===== src/rtl/branch_hazard_ctrl.sv =====
// Branch/hazard scheduler for the ID/EX boundary: 2-bit saturating predictor,
// load-use stall, EX-stage misprediction recovery and performance counters.
module branch_hazard_ctrl #(
  parameter int         XLEN      = 32,
  parameter int         CNT_W     = 16,
  parameter logic [1:0] PRED_INIT = 2'b01
) (
  input  logic             clk_i,
  input  logic             rst_i,
  input  logic             id_branch_i,
  input  logic [4:0]       id_rs1_i,
  input  logic [4:0]       id_rs2_i,
  input  logic             ex_memread_i,
  input  logic [4:0]       ex_rd_i,
  input  logic             ex_branch_i,
  input  logic             ex_predict_i,
  input  logic             ex_taken_i,
  input  logic [XLEN-1:0]  ex_pc_i,
  input  logic [XLEN-1:0]  ex_pc_target_i,
  output logic             predict_o,
  output logic             pc_write_o,
  output logic             ifid_write_o,
  output logic             ifid_flush_o,
  output logic             idex_flush_o,
  output logic             redirect_o,
  output logic [XLEN-1:0]  redirect_pc_o,
  output logic [1:0]       pred_state_o,
  output logic [CNT_W-1:0] br_cnt_o,
  output logic [CNT_W-1:0] mispred_cnt_o
);

  typedef enum logic [1:0] {SNT = 2'b00, WNT = 2'b01, WT = 2'b10, ST = 2'b11} pred_t;

  localparam logic [CNT_W-1:0] CNT_MAX  = '1;
  localparam logic [XLEN-1:0]  PC_STEP  = XLEN'(4);

  pred_t state_q, state_d;
  logic  load_use, mispredict;

  // NOTE: sequential state uses non-blocking assignments so every register
  // samples the pre-edge values of the others.
  always_ff @(posedge clk_i) begin
    if (rst_i) state_q <= pred_t'(PRED_INIT);
    else       state_q <= state_d;
  end

  // NOTE: state_d defaults to the current state first, so no latch is inferred.
  always_comb begin
    state_d = state_q;
    if (ex_branch_i) begin
      unique case (state_q)
        SNT: state_d = ex_taken_i ? WNT : SNT;
        WNT: state_d = ex_taken_i ? WT  : SNT;
        WT:  state_d = ex_taken_i ? ST  : WNT;
        ST:  state_d = ex_taken_i ? ST  : WT;
        default: state_d = state_q;
      endcase
    end
  end

  // The prediction reflects the registered state only; a same-cycle EX update is not forwarded.
  always_comb begin
    predict_o    = id_branch_i & state_q[1];
    pred_state_o = state_q;
  end

  assign load_use   = ex_memread_i && (ex_rd_i != 5'd0) &&
                      ((ex_rd_i == id_rs1_i) || (ex_rd_i == id_rs2_i));
  assign mispredict = ex_branch_i && (ex_predict_i != ex_taken_i);

  always_comb begin
    pc_write_o    = 1'b1;
    ifid_write_o  = 1'b1;
    ifid_flush_o  = 1'b0;
    idex_flush_o  = 1'b0;
    redirect_o    = 1'b0;
    redirect_pc_o = '0;
    if (rst_i) begin
      pc_write_o   = 1'b0;
      ifid_write_o = 1'b0;
      ifid_flush_o = 1'b1;
      idex_flush_o = 1'b1;
    end else if (mispredict) begin
      redirect_o    = 1'b1;
      ifid_flush_o  = 1'b1;
      idex_flush_o  = 1'b1;
      redirect_pc_o = ex_taken_i ? ex_pc_target_i : ex_pc_i + PC_STEP;
    end else if (load_use) begin
      pc_write_o   = 1'b0;
      ifid_write_o = 1'b0;
      idex_flush_o = 1'b1;
    end
  end

  // Counters saturate rather than wrap so long runs never read as small.
  always_ff @(posedge clk_i) begin
    if (rst_i) begin
      br_cnt_o      <= '0;
      mispred_cnt_o <= '0;
    end else begin
      if (ex_branch_i && br_cnt_o != CNT_MAX) br_cnt_o <= br_cnt_o + 1'b1;
      if (mispredict && mispred_cnt_o != CNT_MAX) mispred_cnt_o <= mispred_cnt_o + 1'b1;
    end
  end

endmodule


===== config.mk =====
export PLATFORM = sky130hd
export DESIGN_NAME = branch_hazard_ctrl
export DESIGN_NICKNAME = d
export VERILOG_FILES = /design/src/rtl/branch_hazard_ctrl.sv
export SDC_FILE = /design/constraint.sdc
export NUM_CORES = 1
export LEC_CHECK = 0
export CAP_MARGIN = 20
export CORE_ASPECT_RATIO = 0.9
export CORE_MARGIN = 4
export CORE_UTILIZATION = 36
export CTS_CLUSTER_SIZE = 30
export DETAILED_ROUTE_END_ITERATION = 7
export PLACE_DENSITY = 0.77
export SYNTH_ARGS = -nofsm -noshare
export SYNTH_HDL_FRONTEND = slang
export SYNTH_SLANG_ARGS = --single-unit

===== constraint.sdc =====
create_clock -name clk_i -period 2.45 [get_ports clk_i]
set_clock_uncertainty 0.1 [all_clocks]
set_input_delay 0.49 -clock clk_i [delete_from_list [all_inputs] [get_ports clk_i]]
set_output_delay 0.49 -clock clk_i [all_outputs]
set_load 0.02 [all_outputs]

== Yosys cells after proc, flatten, opt, wreduce, memory -nomap -nowiden ==
Index checks and enable logic that the tools add are counted.
Storage, ports and cells
  flip-flop bits (word level): 34
  output and inout port bits: 72
  input port bits: 86
  logic and storage cells: 40
Operators by class
  muxes and demuxes: 17
  reductions and logical operators: 8
  equality and inequality tests: 8
  add/sub/neg operators: 3
  bitwise gates (word level): 1
Operators by type and width (count)
  $mux 32: 3
  $add 16x1->16 const B: 2
  $add 32x3->32 const B: 1
  $ne 16x16->1 const B: 2
  $mux 1: 11
  $eq 5x5->1: 2
  $pmux 2 s4: 1
  $logic_and 1x1->1: 5
  $reduce_bool 5->1: 1
  $eq 2x2->1 const B: 2
  $mux 2: 2
  $eq 2x1->1 const B: 1
  $logic_not 2->1: 1
  $and 1x1->1: 1
  $logic_or 1x1->1: 1
  $ne 1x1->1: 1

== Depth between registers and ports, before layout ==
Gate-level depths: netlist of run 1.
  depth in word-level cells: 6
  mapped depth: 8
  gate-level depth less buffers: 6

== Least setup slack after synthesis of run 1 ==
OpenSTA, ideal clock, no wires.
  path type: in2out
  from: input port ex_pc_i[2]
  to: output port redirect_pc_o[22]
  required time: 1.860 ns
  data arrival time: 2.251 ns
  stages on the path: 7
  path slack: -0.391 ns
  path buffers: 1
  cells stage by stage: ha_1 > and4_1 > or3b_1 > buf_2 > nor3_2 > xnor2_1 > a211oi_1
On the way
  word-level cells in the longest chain between the ends: 4
Ends and longest elaborated chain
  start, declared: RTL line 18  | input logic [XLEN-1:0] ex_pc_i,
  $add 32x3->32: RTL line 87  | redirect_pc_o = ex_taken_i ? ex_pc_target_i : ex_pc_i + PC_STEP;
  $mux 32: RTL line 87
  $mux 32: RTL line 83  | end else if (mispredict) begin
  $mux 32: RTL line 78  | if (rst_i) begin
  end, declared: RTL line 26  | output logic [XLEN-1:0] redirect_pc_o,
Every way passes these cells.

== Worst setup path after layout of run 1 ==
  from: input port ex_pc_i[15]
  to: output port redirect_pc_o[29]
The elaborated chain is that of the path after synthesis.

==> out/qor_table.md, run 1 <==
| Quantity | Value | Unit |
|---|---|---|
| Utilization after layout | 74.66 | % |
| ANT nets after route | 0 | - |
| Number of remaining DRC errors | 0 | - |
| Total overflow reported by the global router | 0 | - |
| Unrepaired setup endpoints after global routing | yes | - |
| Horizontal die dimension | 101.7 | um |
| Outcome | finished with violations | - |
| Req. time, crit path | 1.86 | ns |
| Power consumption | 1.624 | mW |
| Total number of vias | 3873 | - |
| Static Leakage | 2.340 | nW |
| Area inside the core boundary | 7620 | sq um |
| Dpl ws | -1.153 | ns |
| Number of standard cells after synthesis | 391 | - |
| Average via count per standard cell | 5.409 | - |
| Initial antenna violation count | 2 | - |
| Footprint of the multi-input gates | 2466 | sq um |
| Pwr dens | 285.5 | nW/um^2 |
| Combinational Power Share | 38.0 | % |
| CTS Root Cell | clkbuf_8 | - |
| Worst Setup End Kind | primary output | - |
| Clock insertion delay at the later pin of the skew report | 0.29 | ns |
| Initial Util | 37.36 | % |
| Hold Startpoint | pred_state_o[0]$_SDFFE_PP1P_ | - |
| Power spent charging and discharging nets | 0.4969 | mW |
| Count of routing violations after the opening detailed-route iteration | 170 | - |
| Clock tree from TritonCTS | yes | - |
| Share of the clock period used by the worst path after layout | 113.1 | % |
| Nature of the critical path startpoint | input port | - |
| Vias in the first global route | 3633 | - |
| Net count after synthesis | 480 | - |
| Slew Viols, Final | 0 | - |
| Routability Congestion | 0.8956 | - |
| Estimated wirelength of the detail-placed design | 8360 | um |
| Count of distinct cell types in the synthesized netlist | 47 | - |
| Sequential cell area | 680.7 | sq um |
| Number of cells traversed by the worst register-to-register path | 5 | - |
| Most common cell after layout, fill and taps aside | clkdlybuf4s50_1 | - |
| 1st-pass router iterations | 6 | - |
| Number of cells on the worst hold path | 2 | - |
| Endpoint, Worst Hold | pred_state_o[1]$_SDFFE_PP0P_ | - |
| Max-capacitance violation count | 0 | - |
| Shortest clock period the worst path allows after layout | 2.771 | ns |
| Total Die Area | 9395 | sq um |
| Failing checks | setup timing | - |
| Filler instances | 538 | - |
| Number of warnings reported in the yosys synthesis log | 0 | - |
| Row count | 30 | - |
| End of the worst register-to-register path | mispred_cnt_o[14]$_SDFFE_PP0P_ | - |
| Most used DFF post-synth | dfxtp_1 | - |
| Maximum fanout along the worst path | 2 | - |
| Slack of the critical path | -0.3213 | ns |
| Final count of negative-setup-slack endpoints | 18 | - |
| Number of placed cells counting well taps | 680 | - |
| Area added between synthesis and finish | 99.87 | % |
| Most used cells in the layout excluding fill and tap cells | 79 x clkdlybuf4s50_1, 77 x buf_4, 57 x nor2_1 | - |
| Max Buffers Root-to-Sink | 2 | - |
| Tightest Hold Check Type | reg2reg | - |
| Layout cell share with drive strength beyond 1 | 37.70 | % |
| Power Internal | 1.127 | mW |
| Number of H-tree branching levels | 2 | - |
| Critical path data arrival time | 2.18 | ns |
| Count of state elements after synthesis | 34 | - |
| Sink count of the clock tree | 34 | - |
| I/O pin count | 158 | - |
| Number of hold violations in the final report | 0 | - |
| Number of enable flip-flop cells after synthesis | 0 | - |
| CTS clock-pin slew for the worst setup and hold paths | 0.06 | ns |
| Top cells by area in the synthesized netlist | dfxtp_1 24%, xnor2_1 11%, nor2_1 8.2% | - |
| Sequential cell area fraction in the yosys report | 23.91 | % |
| Port-buffer cells | 157 | - |
| Worst reg-to-reg setup slack | 0.25 | ns |
| Cell Area, Synth | 2846 | sq um |
| Synthesized area per cell | 7.280 | sq um |
| Startpoint of the most critical register-to-register path | mispred_cnt_o[0]$_SDFFE_PP0P_ | - |
| Final #Nets | 706 | - |
| Part of the total power dissipated in the clock network | 26.5 | % |
| GRT Resource Usage Total | 24.25 | % |
| Switching Fraction | 30.60 | % |
| Detailed-route wire length | 12390 | um |
| Actual transition at the worst max-transition pin | 0.3510 | ns |
| Maximum number of pins on one net before global-route repair | 44 | - |
| Worst relative slew slack | 76.38 | % |
| Kind of critical path | in2out | - |
| Highest achievable clock rate | 0.3608 | GHz |
| IR drop worst, VDD | 0.3824 | mV |
| Asr flop ratio synth | 0 | % |
| Chip Height | 92.36 | um |
| Sequential share of power | 35.4 | % |
| Synth area leader | dfxtp_1 | - |
| DR WL/cell | 17.30 | um |
| Yosys top cell area share | 23.91 | % |
| Number of CTS-inserted buffers | 5 | - |
| Wire length of the first global-routing pass | 18310 | um |
| Number of cells in the finished layout apart from fillers | 716 | - |
==> per-stage QoR <==
stage          hold WS [ns]  setup TNS, ns  area [sq um]
6_report             0.3917         -2.436          5689
5_1_grt              0.4225         -3.328          5689
4_1_cts              0.3942         -1.758          5420
3_5_place_dp         0.3852         -32.65          4989
3_3_place_gp         0.3704         -31.85          4989
2_1_floorplan        0.4504        -0.1101          2953
==> registers in the layout, summed over array words and instances (netlist names) <==
| signal | cells |
|---|---|
| br_cnt_o | 16 |
| pred_state_o | 2 |
| mispred_cnt_o | 16 |
==> layer usage <==
layer  GRT usage [%]  vias up  share of wire, %
li1                -     1839                 -
met5               0        -                 0
met1           29.21     1830                38
met3           3.614       30               6.6
met4           9.413        0               3.3
met2           42.81      174                52
==> power groups by stage <==
stage | clock network (mW) | registers, mW | logic, mW
6_report | 0.431 | 0.575 | 0.618
5_1_grt | 0.476 | 0.577 | 0.653
4_1_cts | 0.438 | 0.576 | 0.582
3_5_place_dp | 0 | 0.588 | 0.524
3_3_place_gp | 0 | 0.587 | 0.515
2_1_floorplan | 0 | 0.596 | 0.192
==> worst max-delay path, stage by stage <==
cell	delay (ns)
buf_8	0.07
nand4_1	0.16
or4_4	0.60
buf_6	0.15
nor4b_4	0.23
xnor2_1	0.14
a21oi_2	0.19
buf_6	0.14
==> cell usage after synthesis, drive strengths merged (2+ instances only) <==
| cell type | n |
|---|---|
| xor2 | 25 |
| nor3 | 17 |
| and2 | 2 |
| or3 | 3 |
| and4 | 2 |
| and3 | 4 |
| nor3b | 2 |
| a211oi | 6 |
| nand3 | 20 |
| dfxtp | 34 |
| o21ai | 27 |
| inv | 8 |
| nor2 | 62 |
| nor4b | 3 |
| buf | 7 |
| o211ai | 3 |
| a21oi | 31 |
| xnor2 | 37 |
| mux2i | 7 |
| nand4 | 22 |
| o31ai | 2 |
| nand2 | 25 |
| ha | 3 |
| or4 | 6 |
| or2 | 4 |
| clkbuf | 13 |
| nor4 | 6 |
==> area by class of cell <==
class | instances | share of cell area [%]
flip-flops and latches | 34 | 11.96
clock inverters | 1 | 0.08797
well taps | 96 | 2.111
diodes | 2 | 0.08797
inverters | 9 | 0.6378
clock buffers | 7 | 1.517
multi-input cells | 327 | 43.35
repair buffers | 240 | 40.25
==> what timing repair did <==
action,CTS,global route
setup buffers,23,8
hold buffers,0,0
cloned,3,0
endpoints found under the setup margin,37,41
pin swaps,46,34
resized for setup,379,75
==> kinds of logic after synthesis <==
family	count (synthesis)	share of synthesized area (%)
simple gates	183	34.20
buf+inv	30	4.923
fa+ha+maj	3	1.319
flops	34	23.91
xor+xnor	62	19.08
mux	7	2.462
compound gates	72	14.11
==> worst max-delay path by stage <==
stage,from,to,slack [ns]
finish,ex_pc_i[15],redirect_pc_o[29],-0.32
global route,ex_pc_i[15],redirect_pc_o[29],-0.36
CTS,ex_pc_i[10],redirect_pc_o[25],-0.18
detailed placement,ex_pc_i[2],redirect_pc_o[20],-1.15
global placement,ex_pc_i[2],redirect_pc_o[28],-1.13
floorplan,ex_pc_i[2],redirect_pc_o[22],-0.04
Power figures use the tool's default switching activity.
==> inputs of run 2 (changes only) <==
--- a/config.mk
+++ b/config.mk
@@ -9,6 +9,7 @@
 export CORE_ASPECT_RATIO = 0.9
 export CORE_MARGIN = 4
 export CORE_UTILIZATION = 36
+export CTS_CLUSTER_DIAMETER = 120
 export CTS_CLUSTER_SIZE = 30
 export DETAILED_ROUTE_END_ITERATION = 7
 export PLACE_DENSITY = 0.77
==> results of run 2 <==
Same layout as run 1: the final DEF is identical, and so are final timing and power.
==> inputs of run 3 (changes only) <==
--- a/config.mk
+++ b/config.mk
@@ -5,14 +5,16 @@
 export SDC_FILE = /design/constraint.sdc
 export NUM_CORES = 1
 export LEC_CHECK = 0
+export ABC_AREA = 1
 export CAP_MARGIN = 20
 export CORE_ASPECT_RATIO = 0.9
 export CORE_MARGIN = 4
-export CORE_UTILIZATION = 36
+export CORE_UTILIZATION = 39
 export CTS_CLUSTER_DIAMETER = 120
 export CTS_CLUSTER_SIZE = 30
 export DETAILED_ROUTE_END_ITERATION = 7
-export PLACE_DENSITY = 0.77
+export PLACE_DENSITY = 0.76
+export SETUP_SLACK_MARGIN = 0.05
 export SYNTH_ARGS = -nofsm -noshare
 export SYNTH_HDL_FRONTEND = slang
 export SYNTH_SLANG_ARGS = --single-unit
==> run 3 against run 2 <==
The run now ends clean. Total power barely moved. Sequential cell count did not move. Sequential power about the same. Non-clock buffer count is 20 lower. Register-to-register slack better by 0.29 ns. Die area grew 15%. Final cell count is 37% higher. Worst hold slack better by 0.029 ns.
==> out/qor_table.md, run 3 <==
| Quantity | Value | Unit |
|---|---|---|
| Outcome | completed | - |
| Pwr dens | 272.5 | nW/um^2 |
| CTS clock-pin slew for the worst setup and hold paths | 0.07 | ns |
| Nature of the critical path startpoint | input port | - |
| Worst relative slew slack | 64.66 | % |
| ANT nets after route | 0 | - |
| Actual transition at the worst max-transition pin | 0.5300 | ns |
| Layout cell share with drive strength beyond 1 | 26.74 | % |
| Ant. Diodes | 0 | - |
| Sequential cell area fraction in the yosys report | 18.97 | % |
| Number of cells traversed by the worst register-to-register path | 7 | - |
| Horizontal die dimension | 109.1 | um |
| Estimated wirelength of the detail-placed design | 10230 | um |
| Count of hold buffers inserted by post-cts repair | 0 | - |
| Number of enable flip-flop cells after synthesis | 0 | - |
| Part of the total power dissipated in the clock network | 27.1 | % |
| Number of warnings reported in the yosys synthesis log | 0 | - |
| Number of remaining DRC errors | 0 | - |
| Count of routing violations after the opening detailed-route iteration | 187 | - |
| Critical path data arrival time | 1.83 | ns |
| Top cells by area in the synthesized netlist | nand2_1 22%, dfxtp_1 19%, nor2_1 14% | - |
| Cell Area, Synth | 3587 | sq um |
| Most frequently used cell type in the post-synthesis netlist | nand2_1 | - |
| Area added between synthesis and finish | 66.20 | % |
| Power Internal | 1.080 | mW |
| Sequential share of power | 35.5 | % |
| Number of standard cells after synthesis | 649 | - |
| Shortest clock period the worst path allows after layout | 2.424 | ns |
| Asr flop ratio synth | 0 | % |
| Most frequent cells after synthesis | 214 x nand2_1, 132 x nor2_1, 62 x inv_1, 38 x nand3_1, 34 x dfxtp_1 | - |
| Startpoint of the most critical register-to-register path | br_cnt_o[0]$_SDFFE_PP0P_ | - |
| Number of cells on the worst hold path | 2 | - |
| Chip Height | 98.99 | um |
| Dpl ws | -0.7566 | ns |
| Switching Fraction | 33.51 | % |
| Tightest Hold Check Type | reg2reg | - |
| Port-buffer cells | 157 | - |
| Req. time, crit path | 1.86 | ns |
| Total Die Area | 10800 | sq um |
| Highest achievable clock rate | 0.4125 | GHz |
| Final #Nets | 948 | - |
| Number of H-tree branching levels | 2 | - |
| Detailed-route wire length | 14310 | um |
| I/O pin count | 158 | - |
| Worst Setup End Kind | primary output | - |
| Initial Util | 40.91 | % |
| Endpoint, Worst Hold | br_cnt_o[1]$_SDFFE_PP0P_ | - |
| Routability Congestion | 0.9881 | - |
| Slew Viols, Final | 0 | - |
| Initial antenna violation count | 0 | - |
| Count of state elements after synthesis | 34 | - |
| Final count of negative-setup-slack endpoints | 0 | - |
| Count of distinct cell types in the synthesized netlist | 37 | - |
| Sink count of the clock tree | 34 | - |
| Number of hold violations in the final report | 0 | - |
| Kind of critical path | in2out | - |
| Max Buffers Root-to-Sink | 2 | - |
| Placement Cell Area | 5604 | sq um |
| Total overflow reported by the global router | 0 | - |
| Power spent charging and discharging nets | 0.5444 | mW |
| Share of the clock period used by the worst path after layout | 98.95 | % |
| Max-capacitance violation count | 0 | - |
| Slack of the critical path | 0.02570 | ns |
| End of the worst register-to-register path | br_cnt_o[8]$_SDFFE_PP0P_ | - |
| 1st-pass router iterations | 4 | - |
| Maximum fanout along the worst path | 5 | - |
| Worst reg-to-reg setup slack | 0.54 | ns |
| Most used DFF post-synth | dfxtp_1 | - |
| Average via count per standard cell | 5.000 | - |
| Number of CTS-inserted buffers | 5 | - |
| Synthesized area per cell | 5.527 | sq um |
| Combinational Power Share | 37.4 | % |
| Most used cells in the layout excluding fill and tap cells | 187 x nand2_1, 96 x nor2_1, 82 x clkdlybuf4s50_1 | - |
| CTS Root Cell | clkbuf_8 | - |
| IR drop worst, VDD | 0.3290 | mV |
| GRT Resource Usage Total | 24.25 | % |
| Maximum number of pins on one net before global-route repair | 32 | - |
| Total number of vias | 4895 | - |
| Most common cell after layout, fill and taps aside | nand2_1 | - |
| Wire length of the first global-routing pass | 21540 | um |
| Clock insertion delay at the later pin of the skew report | 0.29 | ns |
| Hold Startpoint | br_cnt_o[1]$_SDFFE_PP0P_ | - |
| Yosys top cell area share | 22.39 | % |
| Unrepaired setup endpoints after global routing | yes | - |
| Row count | 32 | - |
| Vias in the first global route | 4804 | - |
| DR WL/cell | 14.62 | um |
| Post-route setup TNS | 0 | ns |
| Static Leakage | 2.646 | nW |
| Area of all placed cells without fillers | 5962 | sq um |
| Net count after synthesis | 738 | - |
| Clock tree from TritonCTS | yes | - |
| Synth area leader | nand2_1 | - |
| Area inside the core boundary | 8768 | sq um |
-- run 3: cell count changes after synthesis, sizes merged, moves of 6 or more --
cell and delta:
nand2 +192, nor2 +77, inv +56, xnor2 -24, nand3 +21, nand4 -14
nand3b +13, nor3 -13, a21oi +9, xor2 -8, mux2i -7, nor4 -6
or4 -6
-- run 3: cell families after synthesis --
| family | synth area share (%) |
|---|---|
| xor+xnor | 7.325 |
| fa+ha+maj | 1.047 |
| flops | 18.97 |
| compound gates | 12.03 |
| buf+inv | 9.731 |
| simple gates | 50.89 |
-- run 3: worst max-delay path by stage --
stage	start	endpoint	slack [ns]	cells past startpoint
final	ex_pc_i[3]	redirect_pc_o[10]	0.03	9
after global routing	ex_pc_i[24]	redirect_pc_o[27]	-0.07	10
after CTS	ex_taken_i	redirect_pc_o[4]	0.04	8
after detailed placement	ex_pc_i[6]	redirect_pc_o[30]	-0.76	10
after global placement	ex_pc_i[2]	redirect_pc_o[16]	-0.71	10
after floorplan	ex_taken_i	redirect_pc_o[4]	0.15	7
-- run 3: power by group through the flow --
stage                     sequential (mW)  combinational [mW]  clock (mW)
after global placement              0.587               0.560           0
after CTS                           0.576               0.566       0.450
after detailed placement            0.588               0.567           0
final                               0.576               0.608       0.440
after floorplan                     0.597               0.233           0
after global routing                0.577               0.656       0.466
-- run 3: per-stage QoR --
| stage | hold slack [ns] | util (%) | power, mW | std cells |
|---|---|---|---|---|
| 4_1_cts | 0.4183 | 66.04 | 1.591 | 969 |
| 3_5_place_dp | 0.4054 | 63.91 | 1.155 | 956 |
| 3_3_place_gp | 0.3921 | 63.91 | 1.147 | 956 |
| 6_report | 0.4210 | 67.99 | 1.625 | 979 |
| 5_1_grt | 0.4445 | 67.99 | 1.699 | 979 |
| 2_1_floorplan | 0.4646 | - | 0.8302 | 649 |
-- run 3: layout make-up --
type | instances | area [sq um]
clock buffer | 7 | 86.33
clock inverter | 1 | 5.005
fill | 761 | 2806
inverter | 65 | 257.7
multi-input combinational | 531 | 2818
sequential | 34 | 680.7
tap | 119 | 148.9
timing repair buffer | 220 | 1948
timing repair inverter | 2 | 17.52
-- run 3: routing by layer --
layer,wire [um],vias up,track usage (%),share of wire (%)
met2,7098,189,43.67,50
met4,580,0,10.29,4.1
li1,-,2448,-,-
met3,940,49,4.126,6.6
met1,5694,2209,27.85,40
met5,0,-,0,0
-- run 3: worst max-delay path, cell delays in order --
cell	delay [ns]
clkdlybuf4s15_1	0.18
ha_2	0.21
nand3_4	0.12
inv_2	0.10
nand2_1	0.13
xnor2_1	0.16
o21ai_0	0.17
inv_1	0.09
buf_2	0.17
-- run 3: timing repair --
action | CTS | global route
gates resized for setup | 244 | 98
buffers inserted | 4 | 8
endpoints found under the setup margin | 37 | 35
pin swaps | 23 | 20
gates cloned | 1 | 2
